--- src/rtl/rx_pkg.sv ---
// Shared types for the UART receive path (control FSM and rx_datapath).
package rx_pkg;

    // Receive FSM states. PARITY is only reachable when parity checking is built in.
    typedef enum logic [2:0] {
        IDLE,
        START,
        DATA,
        STOP,
        PARITY
    } rx_state_t;

    // Each field is {en, clr} for one datapath element.
    typedef struct packed {
        logic [1:0] clk_ctrl;
        logic [1:0] sample_ctrl;
        logic [1:0] bit_ctrl;
        logic [1:0] data_ctrl;
    } controlPoints_t;

    localparam logic [1:0] CTRL_NONE = 2'b00;
    localparam logic [1:0] CTRL_CLR  = 2'b01;
    localparam logic [1:0] CTRL_EN   = 2'b10;

endpackage

--- src/rtl/uart_rx_ctrl_if.sv ---
// Control/status bundle between uart_rx_ctrl and rx_datapath/consumer.
// rx_perr only exists when UART_RX_PARITY_EN is defined.
interface uart_rx_ctrl_if #(
    parameter int unsigned DATA_WIDTH = 8
) ();
    import rx_pkg::*;

    localparam int unsigned BCW = $clog2(DATA_WIDTH);

    logic           sample;
    logic           mid_bit;
    logic [BCW-1:0] bit_count;
    controlPoints_t cPts;
    logic           rx_valid;
    logic           rx_ferr;
    logic           rx_busy;
`ifdef UART_RX_PARITY_EN
    logic           rx_perr;

    modport master (
        input  sample, mid_bit, bit_count,
        output cPts, rx_valid, rx_ferr, rx_busy, rx_perr
    );
    modport slave (
        output sample, mid_bit, bit_count,
        input  cPts, rx_valid, rx_ferr, rx_busy, rx_perr
    );
`else
    modport master (
        input  sample, mid_bit, bit_count,
        output cPts, rx_valid, rx_ferr, rx_busy
    );
    modport slave (
        output sample, mid_bit, bit_count,
        input  cPts, rx_valid, rx_ferr, rx_busy
    );
`endif

endinterface

--- src/rtl/uart_rx_ctrl_synchronizer.sv ---
// N-flop synchroniser for an asynchronous level; all flops reset to 1 (line idle).
module synchronizer #(
    parameter int unsigned N = 2
) (
    input  logic clock,
    input  logic reset,
    input  logic i_d,
    output logic o_q
);

    logic [N-1:0] r_sync;

    // Shift the raw input through N flops.
    always_ff @(posedge clock or posedge reset) begin
        if (reset) begin
            r_sync <= '1;
        end else begin
            r_sync <= {r_sync[N-2:0], i_d};
        end
    end

    assign o_q = r_sync[N-1];

endmodule

--- src/rtl/uart_rx_ctrl.sv ---
// UART receive control FSM: synchronises rx_in, detects the start bit, drives the
// datapath control points and emits frame-complete / error strobes.
// Optional parity checking is built in when UART_RX_PARITY_EN is defined.
module uart_rx_ctrl
    import rx_pkg::*;
#(
    parameter int unsigned CLK_FREQ   = 100_000_000,
    parameter int unsigned BAUD_RATE  = 115200,
    parameter int unsigned DATA_WIDTH = 8,
    parameter int unsigned OVERSAMPLE = 16
`ifdef UART_RX_PARITY_EN
    ,
    parameter bit          PARITY_ODD = 1'b0
`endif
) (
    input  logic           clock,
    input  logic           reset,
    input  logic           rx_in,
    output logic           rx_sync,
    uart_rx_ctrl_if.master bus
);

    localparam int unsigned CLKS_PER_SAMPLE = CLK_FREQ / (BAUD_RATE * OVERSAMPLE);
    localparam int unsigned BCW = $clog2(DATA_WIDTH);
    localparam logic [BCW-1:0] LAST_BIT = BCW'(DATA_WIDTH - 1);

    if (OVERSAMPLE < 4 || (OVERSAMPLE & (OVERSAMPLE - 1)) != 0) begin : g_bad_oversample
        $error("OVERSAMPLE must be a power of 2 and >= 4");
    end
    if (CLKS_PER_SAMPLE < 2) begin : g_bad_clk_ratio
        $error("CLK_FREQ too low for BAUD_RATE*OVERSAMPLE");
    end

    rx_state_t      r_state;
    rx_state_t      w_state_next;
    controlPoints_t w_cpts;
    logic           w_tick;
    logic           w_last_bit;
    logic           w_stop_tick;
    logic           w_perr_flag;
    logic           r_valid;
    logic           r_ferr;

    synchronizer #(
        .N(2)
    ) u_sync (
        .clock(clock),
        .reset(reset),
        .i_d  (rx_in),
        .o_q  (rx_sync)
    );

    // Mid-bit strobe: fires once per bit period at the centre of the bit.
    assign w_tick      = bus.sample & bus.mid_bit;
    assign w_last_bit  = (bus.bit_count == LAST_BIT);
    assign w_stop_tick = (r_state == STOP) & w_tick;

    // State register.
    always_ff @(posedge clock or posedge reset) begin
        if (reset) begin
            r_state <= IDLE;
        end else begin
            r_state <= w_state_next;
        end
    end

    // Next-state and datapath control points.
    always_comb begin
        w_state_next = r_state;
        w_cpts       = '0;
        case (r_state)
            IDLE: begin
                w_cpts.clk_ctrl    = CTRL_CLR;
                w_cpts.sample_ctrl = CTRL_CLR;
                w_cpts.bit_ctrl    = CTRL_CLR;
                if (!rx_sync) begin
                    w_cpts.data_ctrl = CTRL_CLR;
                    w_state_next     = START;
                end
            end
            START: begin
                if (w_tick) begin
                    w_state_next = rx_sync ? IDLE : DATA;
                end
            end
            DATA: begin
                if (w_tick) begin
                    w_cpts.data_ctrl = CTRL_EN;
                    w_cpts.bit_ctrl  = w_last_bit ? CTRL_CLR : CTRL_EN;
                    if (w_last_bit) begin
`ifdef UART_RX_PARITY_EN
                        w_state_next = PARITY;
`else
                        w_state_next = STOP;
`endif
                    end
                end
            end
            PARITY: begin
                if (w_tick) begin
                    w_state_next = STOP;
                end
            end
            STOP: begin
                // Leave mid-stop-bit so a back-to-back start edge is not missed.
                if (w_tick) begin
                    w_state_next = IDLE;
                end
            end
            default: begin
                w_state_next = IDLE;
            end
        endcase
        // Bit-timing counters free-run in every active state.
        if (r_state != IDLE) begin
            w_cpts.clk_ctrl    = bus.sample ? CTRL_CLR : CTRL_EN;
            w_cpts.sample_ctrl = bus.sample ? CTRL_EN : CTRL_NONE;
        end
    end

`ifdef UART_RX_PARITY_EN
    logic r_parity;
    logic r_perr_flag;
    logic r_perr;

    // Running parity of received data bits and latched parity mismatch.
    always_ff @(posedge clock or posedge reset) begin
        if (reset) begin
            r_parity    <= 1'b0;
            r_perr_flag <= 1'b0;
        end else if (r_state == IDLE && !rx_sync) begin
            r_parity    <= 1'b0;
            r_perr_flag <= 1'b0;
        end else if (r_state == DATA && w_tick) begin
            r_parity <= r_parity ^ rx_sync;
        end else if (r_state == PARITY && w_tick) begin
            r_perr_flag <= rx_sync ^ r_parity ^ PARITY_ODD;
        end
    end

    // Parity error strobe is reported together with the stop-bit outcome.
    always_ff @(posedge clock or posedge reset) begin
        if (reset) begin
            r_perr <= 1'b0;
        end else begin
            r_perr <= w_stop_tick & r_perr_flag;
        end
    end

    assign w_perr_flag = r_perr_flag;
    assign bus.rx_perr = r_perr;
`else
    assign w_perr_flag = 1'b0;
`endif

    // Registered completion strobes, decided on the stop-bit tick.
    always_ff @(posedge clock or posedge reset) begin
        if (reset) begin
            r_valid <= 1'b0;
            r_ferr  <= 1'b0;
        end else begin
            r_valid <= w_stop_tick & rx_sync & ~w_perr_flag;
            r_ferr  <= w_stop_tick & ~rx_sync;
        end
    end

    assign bus.cPts     = w_cpts;
    assign bus.rx_valid = r_valid;
    assign bus.rx_ferr  = r_ferr;
    assign bus.rx_busy  = (r_state != IDLE);

endmodule
--- src/flat_wrapper.sv ---
// flat-port wrapper written by rule: the top's interface ports become plain ports
module uart_rx_ctrl_flat import rx_pkg::*;
#(
    parameter int unsigned CLK_FREQ   = 100_000_000,
    parameter int unsigned BAUD_RATE  = 115200,
    parameter int unsigned DATA_WIDTH = 8,
    parameter int unsigned OVERSAMPLE = 16

)
  (clock, reset, rx_in, rx_sync, bus_sample, bus_mid_bit, bus_bit_count, bus_cPts, bus_rx_valid, bus_rx_ferr, bus_rx_busy);
  uart_rx_ctrl_if #(.DATA_WIDTH(DATA_WIDTH)) bus_i ();
  input  logic clock;
  input  logic reset;
  input  logic rx_in;
  output logic rx_sync;
  input wire logic [$bits(bus_i.sample)-1:0] bus_sample;
  input wire logic [$bits(bus_i.mid_bit)-1:0] bus_mid_bit;
  input wire logic [$bits(bus_i.bit_count)-1:0] bus_bit_count;
  output wire logic [$bits(bus_i.cPts)-1:0] bus_cPts;
  output wire logic [$bits(bus_i.rx_valid)-1:0] bus_rx_valid;
  output wire logic [$bits(bus_i.rx_ferr)-1:0] bus_rx_ferr;
  output wire logic [$bits(bus_i.rx_busy)-1:0] bus_rx_busy;
  assign bus_i.sample = bus_sample;
  assign bus_i.mid_bit = bus_mid_bit;
  assign bus_i.bit_count = bus_bit_count;
  assign bus_cPts = bus_i.cPts;
  assign bus_rx_valid = bus_i.rx_valid;
  assign bus_rx_ferr = bus_i.rx_ferr;
  assign bus_rx_busy = bus_i.rx_busy;
  uart_rx_ctrl #(.CLK_FREQ(CLK_FREQ), .BAUD_RATE(BAUD_RATE), .DATA_WIDTH(DATA_WIDTH), .OVERSAMPLE(OVERSAMPLE)) u_core (.clock(clock), .reset(reset), .rx_in(rx_in), .rx_sync(rx_sync), .bus(bus_i));
endmodule
--- config.mk ---
export PLATFORM = sky130hd
export DESIGN_NAME = uart_rx_ctrl_flat
export DESIGN_NICKNAME = d
export VERILOG_FILES = /design/src/rtl/rx_pkg.sv /design/src/rtl/uart_rx_ctrl_if.sv /design/src/rtl/uart_rx_ctrl_synchronizer.sv /design/src/rtl/uart_rx_ctrl.sv /design/src/flat_wrapper.sv
export SDC_FILE = /design/constraint.sdc
export NUM_CORES = 1
export LEC_CHECK = 0
export ABC_AREA = 1
export CORE_AREA = 2 2 39 41
export CTS_BUF_LIST = sky130_fd_sc_hd__clkbuf_4
export DETAILED_ROUTE_END_ITERATION = 6
export DIE_AREA = 0 0 41 43
export SYNTH_ARGS = -nofsm -noshare
export SYNTH_HDL_FRONTEND = slang
export SYNTH_SLANG_ARGS = --single-unit
--- constraint.sdc ---
create_clock -name clock -period 1.8 [get_ports clock]
set_input_delay 0.45 -clock clock [delete_from_list [all_inputs] [get_ports clock]]
set_output_delay 0.45 -clock clock [all_outputs]
set_load 0.05 [all_outputs]
==> flow_metrics.env, run 1 <==
export IMPL_outcome="finished clean"
export IMPL_io_buffers=19
export IMPL_finalCritPeriodShare=0.943
export IMPL_max_slew_margin=0.838
export IMPL_yosysMostFrequentCell="inv_1"
export IMPL_startpoint="u_core.r_state[0]$_DFFE_PP0P_"
export IMPL_skew_ps=10.0
export IMPL_viasPerCell=4.06
export IMPL_ir_drop_mv=0.807
export IMPL_fp_dieH_um=43
export IMPL_final_nets=71
export IMPL_ctsRootBufferMaster="clkbuf_4"
export IMPL_synthDominantCellAreaShare=0.335
export IMPL_synth_nets=44
export IMPL_area_growth_synth_to_final_pct=132
export IMPL_netlist_area_um2=299
export IMPL_die_area_mm2=0.00176
export IMPL_synth_seq_area_share=0.510
export IMPL_insertion_delay_ps=250
export IMPL_antennaDiodeCount=0
export IMPL_ys_flop_type="dfrtp_1"
export IMPL_vias=317
export IMPL_drv_slew=0
export IMPL_fp_dieW_um=41
export IMPL_row_count=14
export IMPL_synth_warnings=0
export IMPL_crit_type="reg -> out"
export IMPL_clk_pin_slew_ps=40
export IMPL_synth_cell_types=14
export IMPL_antenna_found_initial=0
export IMPL_grt_pass1_wl_um=1300
export IMPL_fp_coreArea_mm2=0.00138
export IMPL_power_leakage_uw=0.000329
export IMPL_period_minus_slack_ps=1700
export IMPL_grt_usage=0.116
export IMPL_drt_initial_drc_count=2
export IMPL_max_stage_delay_ps=480
export IMPL_seqCellArea_um2=154
export IMPL_rsz0062_at_grt="false"
export IMPL_hp_start="u_core.u_sync.r_sync[0]$_DFF_PP1_"
export IMPL_initial_core_util=0.216
export IMPL_grt_overflow=0
export IMPL_synthArstFlopShare=1.00
export IMPL_tightest_slew_ps=241
export IMPL_hold_viol=0
export IMPL_cts_tree="yes"
export IMPL_wl_per_cell_um=10.3
export IMPL_first_pass_iters=3
export IMPL_max_cap_viol_count=0
export IMPL_grt_max_degree=8
export IMPL_synth_edff_count=0
export IMPL_clock_fmax_mhz=589
export IMPL_syn_area_per_cell_um2=8.31
export IMPL_post_dp_hpwl_um=611
export IMPL_num_fill_cells=133
export IMPL_min_path_type="reg -> reg"
export IMPL_grt_pass1_vias=292
export IMPL_synth_top_cell_by_area="dfrtp_1"
export IMPL_cp_arrival_ps=1250
export IMPL_cts_num_sinks=6
export IMPL_cts_buffer_depth=2
export IMPL_r2r_start="u_core.r_state[0]$_DFFE_PP0P_"
export IMPL_wl_um=806
export IMPL_pin_count=20
export IMPL_setup_viol=0
export IMPL_numCtsBuffers=3
export IMPL_multi_input_area_um2=158
export IMPL_worstSetupStartpointType="register"
export IMPL_synth_cells=36
export IMPL_critPathBufInv=2
export IMPL_cp_data_required_time_ps=1350
export IMPL_slowest_stage="dfrtp_2"
export IMPL_synth_common_cells="inv_1, dfrtp_1, nand2_1, nand3_1, nor2_1"
export IMPL_drtAntennaViolNets=0
export IMPL_cts_htree_levels=1
export IMPL_ctsHoldBuffers=0
export IMPL_cp_cell_sequence="nor2_4 -> nand2_2 -> inv_1 -> buf_12"
export IMPL_place_area_um2=649
export IMPL_gp_congestion=0.753
export IMPL_endpoint_kind="output pin"
export IMPL_synth_seq_cells=6
export IMPL_drc=0
export IMPL_stdcell_area_um2=693
export IMPL_pwr_density_cell_mw_per_mm2=1790
export IMPL_dp_cells=74
export IMPL_critPathTopFamily="flip-flops"
export IMPL_worst_path_max_fanout=7
export IMPL_synth_area_leaders="dfrtp_1, dfstp_2, inv_1"
export IMPL_layout_drive_gt1_share=0.565
export IMPL_final_cell_count_no_fill=78
==> stage by stage <==
stage	util	power [µW]	hold WS, ps	setup TNS, ps	worst slack [ps]
floorplan	-	656	240	-58.0	-58.0
global placement	0.469	1070	346	-414	-189
detailed placement	0.469	1080	347	-492	-229
CTS	0.500	1250	353	0	9.50
global route	0.501	1300	362	0	0.245
finish	0.501	1240	352	0	102
==> worst reg2reg max path: cells and delay by family (launching register included) <==
family	cells	cell delay [ps]
flip-flops	1	480
AND/OR/NAND/NOR	5	360
buffers and inverters	1	130
==> layout make-up <==
class	count	share of cell area
repair buffers	22	0.435
multi-input cells	22	0.227
flip-flops and latches	6	0.222
clock buffers	4	0.0433
inverters	8	0.0433
well taps	16	0.0289
==> timing repair <==
action,4_1_cts,5_1_grt
resized for setup,9,2
endpoints found under the setup margin,5,3
pin swaps,3,1
buffers inserted,0,0
==> final timing paths <==
check / endpoint / cells past startpoint / slack, ps
worst max-delay path: bus_cPts[0] / 4 / 100
worst min-delay path: u_core.u_sync.r_sync[1]$_DFF_PP1_ / 0 / 350
worst max register to register: u_core.r_state[0]$_DFFE_PP0P_ / 6 / 730
worst min register to register: u_core.u_sync.r_sync[1]$_DFF_PP1_ / 0 / 350
max in group asynchronous: u_core.u_sync.r_sync[0]$_DFF_PP1_ / 2 / 1130
min in group asynchronous: u_core.bus.rx_ferr$_DFF_PP0_ / 2 / 410
==> where the power goes <==
| group | switching, µW | total, µW | internal, µW |
|---|---|---|---|
| logic | 499 | 879 | 380 |
| clock network | 50.2 | 149 | 99.1 |
| registers | 51.0 | 215 | 164 |
| total | 600 | 1240 | 644 |
==> state kept, by name, summed over array words and instances, names as in the netlist <==
signal                count
u_core.bus.rx_ferr        1
u_core.bus.rx_valid       1
u_core.r_state            2
u_core.u_sync.r_sync      2
==> layout by cell type, fill, tap and decap left out <==
master / n
nand3_1: 3
dfrtp_1: 3
nand2_2: 4
nor2_1: 2
dfstp_2: 2
o31ai_4: 1
nor2_4: 2
nor2_2: 1
nand2_1: 3
nor3_2: 1
clkbuf_4: 4
nor4_2: 1
buf_12: 10
nor4_1: 1
dfrtp_2: 1
dlygate4sd2_1: 5
nand3_2: 1
inv_2: 2
buf_4: 5
inv_1: 6
o21ai_0: 2
clkdlybuf4s50_1: 2
==> cell families (layout without fill, tap and decap cells) <==
group	Yosys count	after routing	synth area share
and+or+nand+nor	19	19	0.331
buffers and inverters	8	34	0.100
DFF	6	6	0.510
AOI/OAI and AO/OA	3	3	0.0586
==> layer usage <==
layer | track usage | up-vias | wire (µm)
met5 | 0 | - | 0
met4 | 0.0600 | 0 | 8
met3 | 0.0785 | 2 | 37
met2 | 0.141 | 6 | 416
met1 | 0.150 | 143 | 343
li1 | - | 166 | -
(Power assumes the default switching activity.)
==> inputs of run 2 (changes only) <==
--- a/config.mk
+++ b/config.mk
@@ -10,6 +10,8 @@
 export CTS_BUF_LIST = sky130_fd_sc_hd__clkbuf_4
 export DETAILED_ROUTE_END_ITERATION = 6
 export DIE_AREA = 0 0 41 43
+export SKIP_LAST_GASP = 1
 export SYNTH_ARGS = -nofsm -noshare
 export SYNTH_HDL_FRONTEND = slang
+export SYNTH_HIERARCHICAL = 1
 export SYNTH_SLANG_ARGS = --single-unit
==> run 2 against run 1 <==
Net effect: routed wire length decreased by 7.2%; worst hold slack lost 5.7 ps; first-iteration DRC count is 100% lower; maximum frequency fell by 4.1%; clock skew fell by 5.3 ps; register-to-register slack improved by 50 ps; sequential cell count did not move; combinational power rose by 7.7%; non-clock buffer count is 3 higher; global-route usage fell by 0.47 points; critical path type is now in -> out; critical endpoint is now bus_cPts[3]; largest power group unchanged; highest routed layer is now met3.
==> flow_metrics.env, run 2 <==
export IMPL_whs_path_depth=0
export IMPL_gp_congestion=0.743
export IMPL_finalCritPeriodShare=0.984
export IMPL_synth_cell_types=13
export IMPL_worst_path_max_fanout=2
export IMPL_outcome="finished clean"
export IMPL_layout_drive_gt1_share=0.563
export IMPL_drc=0
export IMPL_synthArstFlopShare=1.00
export IMPL_grt_pass1_vias=324
export IMPL_reg_top3="u_core/r_state: 2 flops, u_core/u_sync/r_sync: 2 flops"
export IMPL_area_growth_synth_to_final_pct=130
export IMPL_cp_data_required_time_ps=1350
export IMPL_fp_dieH_um=43
export IMPL_max_cap_viol_count=0
export IMPL_vias=357
export IMPL_grt_usage=0.111
export IMPL_crit_type="in -> out"
export IMPL_pin_count=20
export IMPL_period_minus_slack_ps=1770
export IMPL_rsz0062_at_grt="true"
export IMPL_power_leakage_uw=0.000365
export IMPL_clk_pin_slew_ps=40
export IMPL_synth_common_cells="inv_1, nand2_1, dfrtp_1, nand3_1, nor2_1"
export IMPL_io_buffers=19
export IMPL_max_slew_margin=0.855
export IMPL_final_cell_mix="buf_12, buf_4, nand2_1"
export IMPL_row_count=14
export IMPL_drv_slew=0
export IMPL_tightest_slew_ps=216
export IMPL_synthDominantCellAreaShare=0.313
export IMPL_die_area_mm2=0.00176
export IMPL_ir_drop_mv=1.10
export IMPL_viasPerCell=4.10
export IMPL_netlist_area_um2=320
export IMPL_clock_fmax_mhz=565
export IMPL_wl_per_cell_um=8.60
export IMPL_skew_ps=4.76
export IMPL_drtAntennaViolNets=0
export IMPL_antennaDiodeCount=0
export IMPL_final_nets=81
export IMPL_cp_arrival_ps=1320
export IMPL_ctsHoldBuffers=0
export IMPL_synth_seq_cells=6
export IMPL_endpoint_kind="output pin"
export IMPL_cts_tree="yes"
export IMPL_finish_utilization=0.533
export IMPL_pwr_density_cell_mw_per_mm2=1710
export IMPL_setup_viol=0
export IMPL_pre_cts_ws_ps=-228
export IMPL_min_to="u_core/u_sync/r_sync[1]$_DFF_PP1_"
export IMPL_hp_start="u_core/u_sync/r_sync[0]$_DFF_PP1_"
export IMPL_total_power_uw=1260
export IMPL_synth_top_cell_by_area="dfrtp_1"
export IMPL_synth_nets=51
export IMPL_min_path_type="reg -> reg"
export IMPL_startpoint="bus_bit_count[2]"
export IMPL_drt_initial_drc_count=0
export IMPL_grt_pass1_wl_um=1320
export IMPL_numCtsBuffers=3
export IMPL_ctsRootBufferMaster="clkbuf_4"
export IMPL_fp_dieW_um=41
export IMPL_antenna_found_initial=0
export IMPL_ys_flop_type="dfrtp_1"
export IMPL_synth_edff_count=0
export IMPL_setup_ws_ps=29.5
export IMPL_hold_worst_slack_ps=346
export IMPL_final_common_cell="buf_12"
export IMPL_synth_seq_area_share=0.477
export IMPL_r2r_end="u_core/r_state[1]$_DFFE_PP0P_"
export IMPL_post_dp_hpwl_um=665
export IMPL_syn_area_per_cell_um2=7.45
export IMPL_wl_um=748
export IMPL_hold_viol=0
export IMPL_cts_htree_levels=1
export IMPL_worstSetupStartpointType="primary input"
export IMPL_cts_num_sinks=6
export IMPL_insertion_delay_ps=240
export IMPL_synth_warnings=6
export IMPL_grt_max_degree=7
export IMPL_reg2reg_slack_ps=780
export IMPL_r2r_start="u_core/u_sync/r_sync[1]$_DFF_PP1_"
export IMPL_grt_overflow=0
export IMPL_synth_cells=43
export IMPL_initial_core_util=0.231
export IMPL_cts_buffer_depth=2
export IMPL_rr_worst_depth=5
export IMPL_first_pass_iters=1
export IMPL_synth_area_leaders="dfrtp_1, dfstp_2, inv_1"
export IMPL_fp_coreArea_mm2=0.00138
==> run 2: cell types whose count changed after synthesis, sizes merged, moves of 2 or more <==
cell   before  now
nor3        1    3
inv         8   11
nand2       7   12
nor4        2    0
==> run 2: what timing repair did <==
action                                  CTS  global route
endpoints found under the setup margin    6             1
resized for setup                        10             0
endpoints found under the hold margin     0             0
pin swaps                                 5             0
setup buffers                             1             0
==> run 2: power by group <==
part | leakage [µW] | total, µW | internal [µW] | switching, µW
clock network | 0.0000138 | 119 | 75.1 | 43.9
logic | 0.000278 | 947 | 409 | 538
registers | 0.0000731 | 196 | 164 | 32.1
==> run 2: how the worst max path moves through the flow <==
stage | to | slack [ps] | cells past startpoint
6_report | bus_cPts[3] | 30 | 6
5_1_grt | bus_cPts[3] | -20 | 6
4_1_cts | bus_cPts[3] | 30 | 6
3_5_place_dp | bus_cPts[2] | -230 | 6
3_3_place_gp | bus_cPts[2] | -200 | 6
2_1_floorplan | bus_cPts[2] | -120 | 4
==> run 2: cell families after synthesis <==
| family | synth area share |
|---|---|
| buffers and inverters | 0.129 |
| and+or+nand+nor | 0.363 |
| AOI/OAI and AO/OA | 0.0312 |
| DFF | 0.477 |
==> run 2: metrics by stage <==
step / instance area [µm²] / TNS [ps] / cells
after floorplan: 360 / -164 / 43
after CTS: 737 / 0 / 87
after global placement: 703 / -530 / 83
after detailed placement: 703 / -564 / 83
after global routing: 737 / -18.4 / 87
final: 737 / 0 / 87
==> run 2: cell type report <==
cell class / instances / area (µm²)
flip-flops and latches: 6 / 154
inverters: 11 / 57.6
well taps: 16 / 20.0
fillers: 118 / 647
repair buffers: 25 / 324
multi-input cells: 26 / 159
clock buffers: 3 / 22.5
==> run 2: metal layers <==
metal  track usage  vias up  wire [µm]
li1              -      190          -
met1         0.135      154        292
met2         0.159       13        395
met3        0.0628        0         59
met4        0.0400        0          0
met5             0        -          0
==> run 2: worst max-delay path, stage by stage <==
cell and delay, ps:
dlygate4sd2_1 220, nand2_1 70, nor2_2 50, buf_4 120, nor3_2 230, buf_12 170
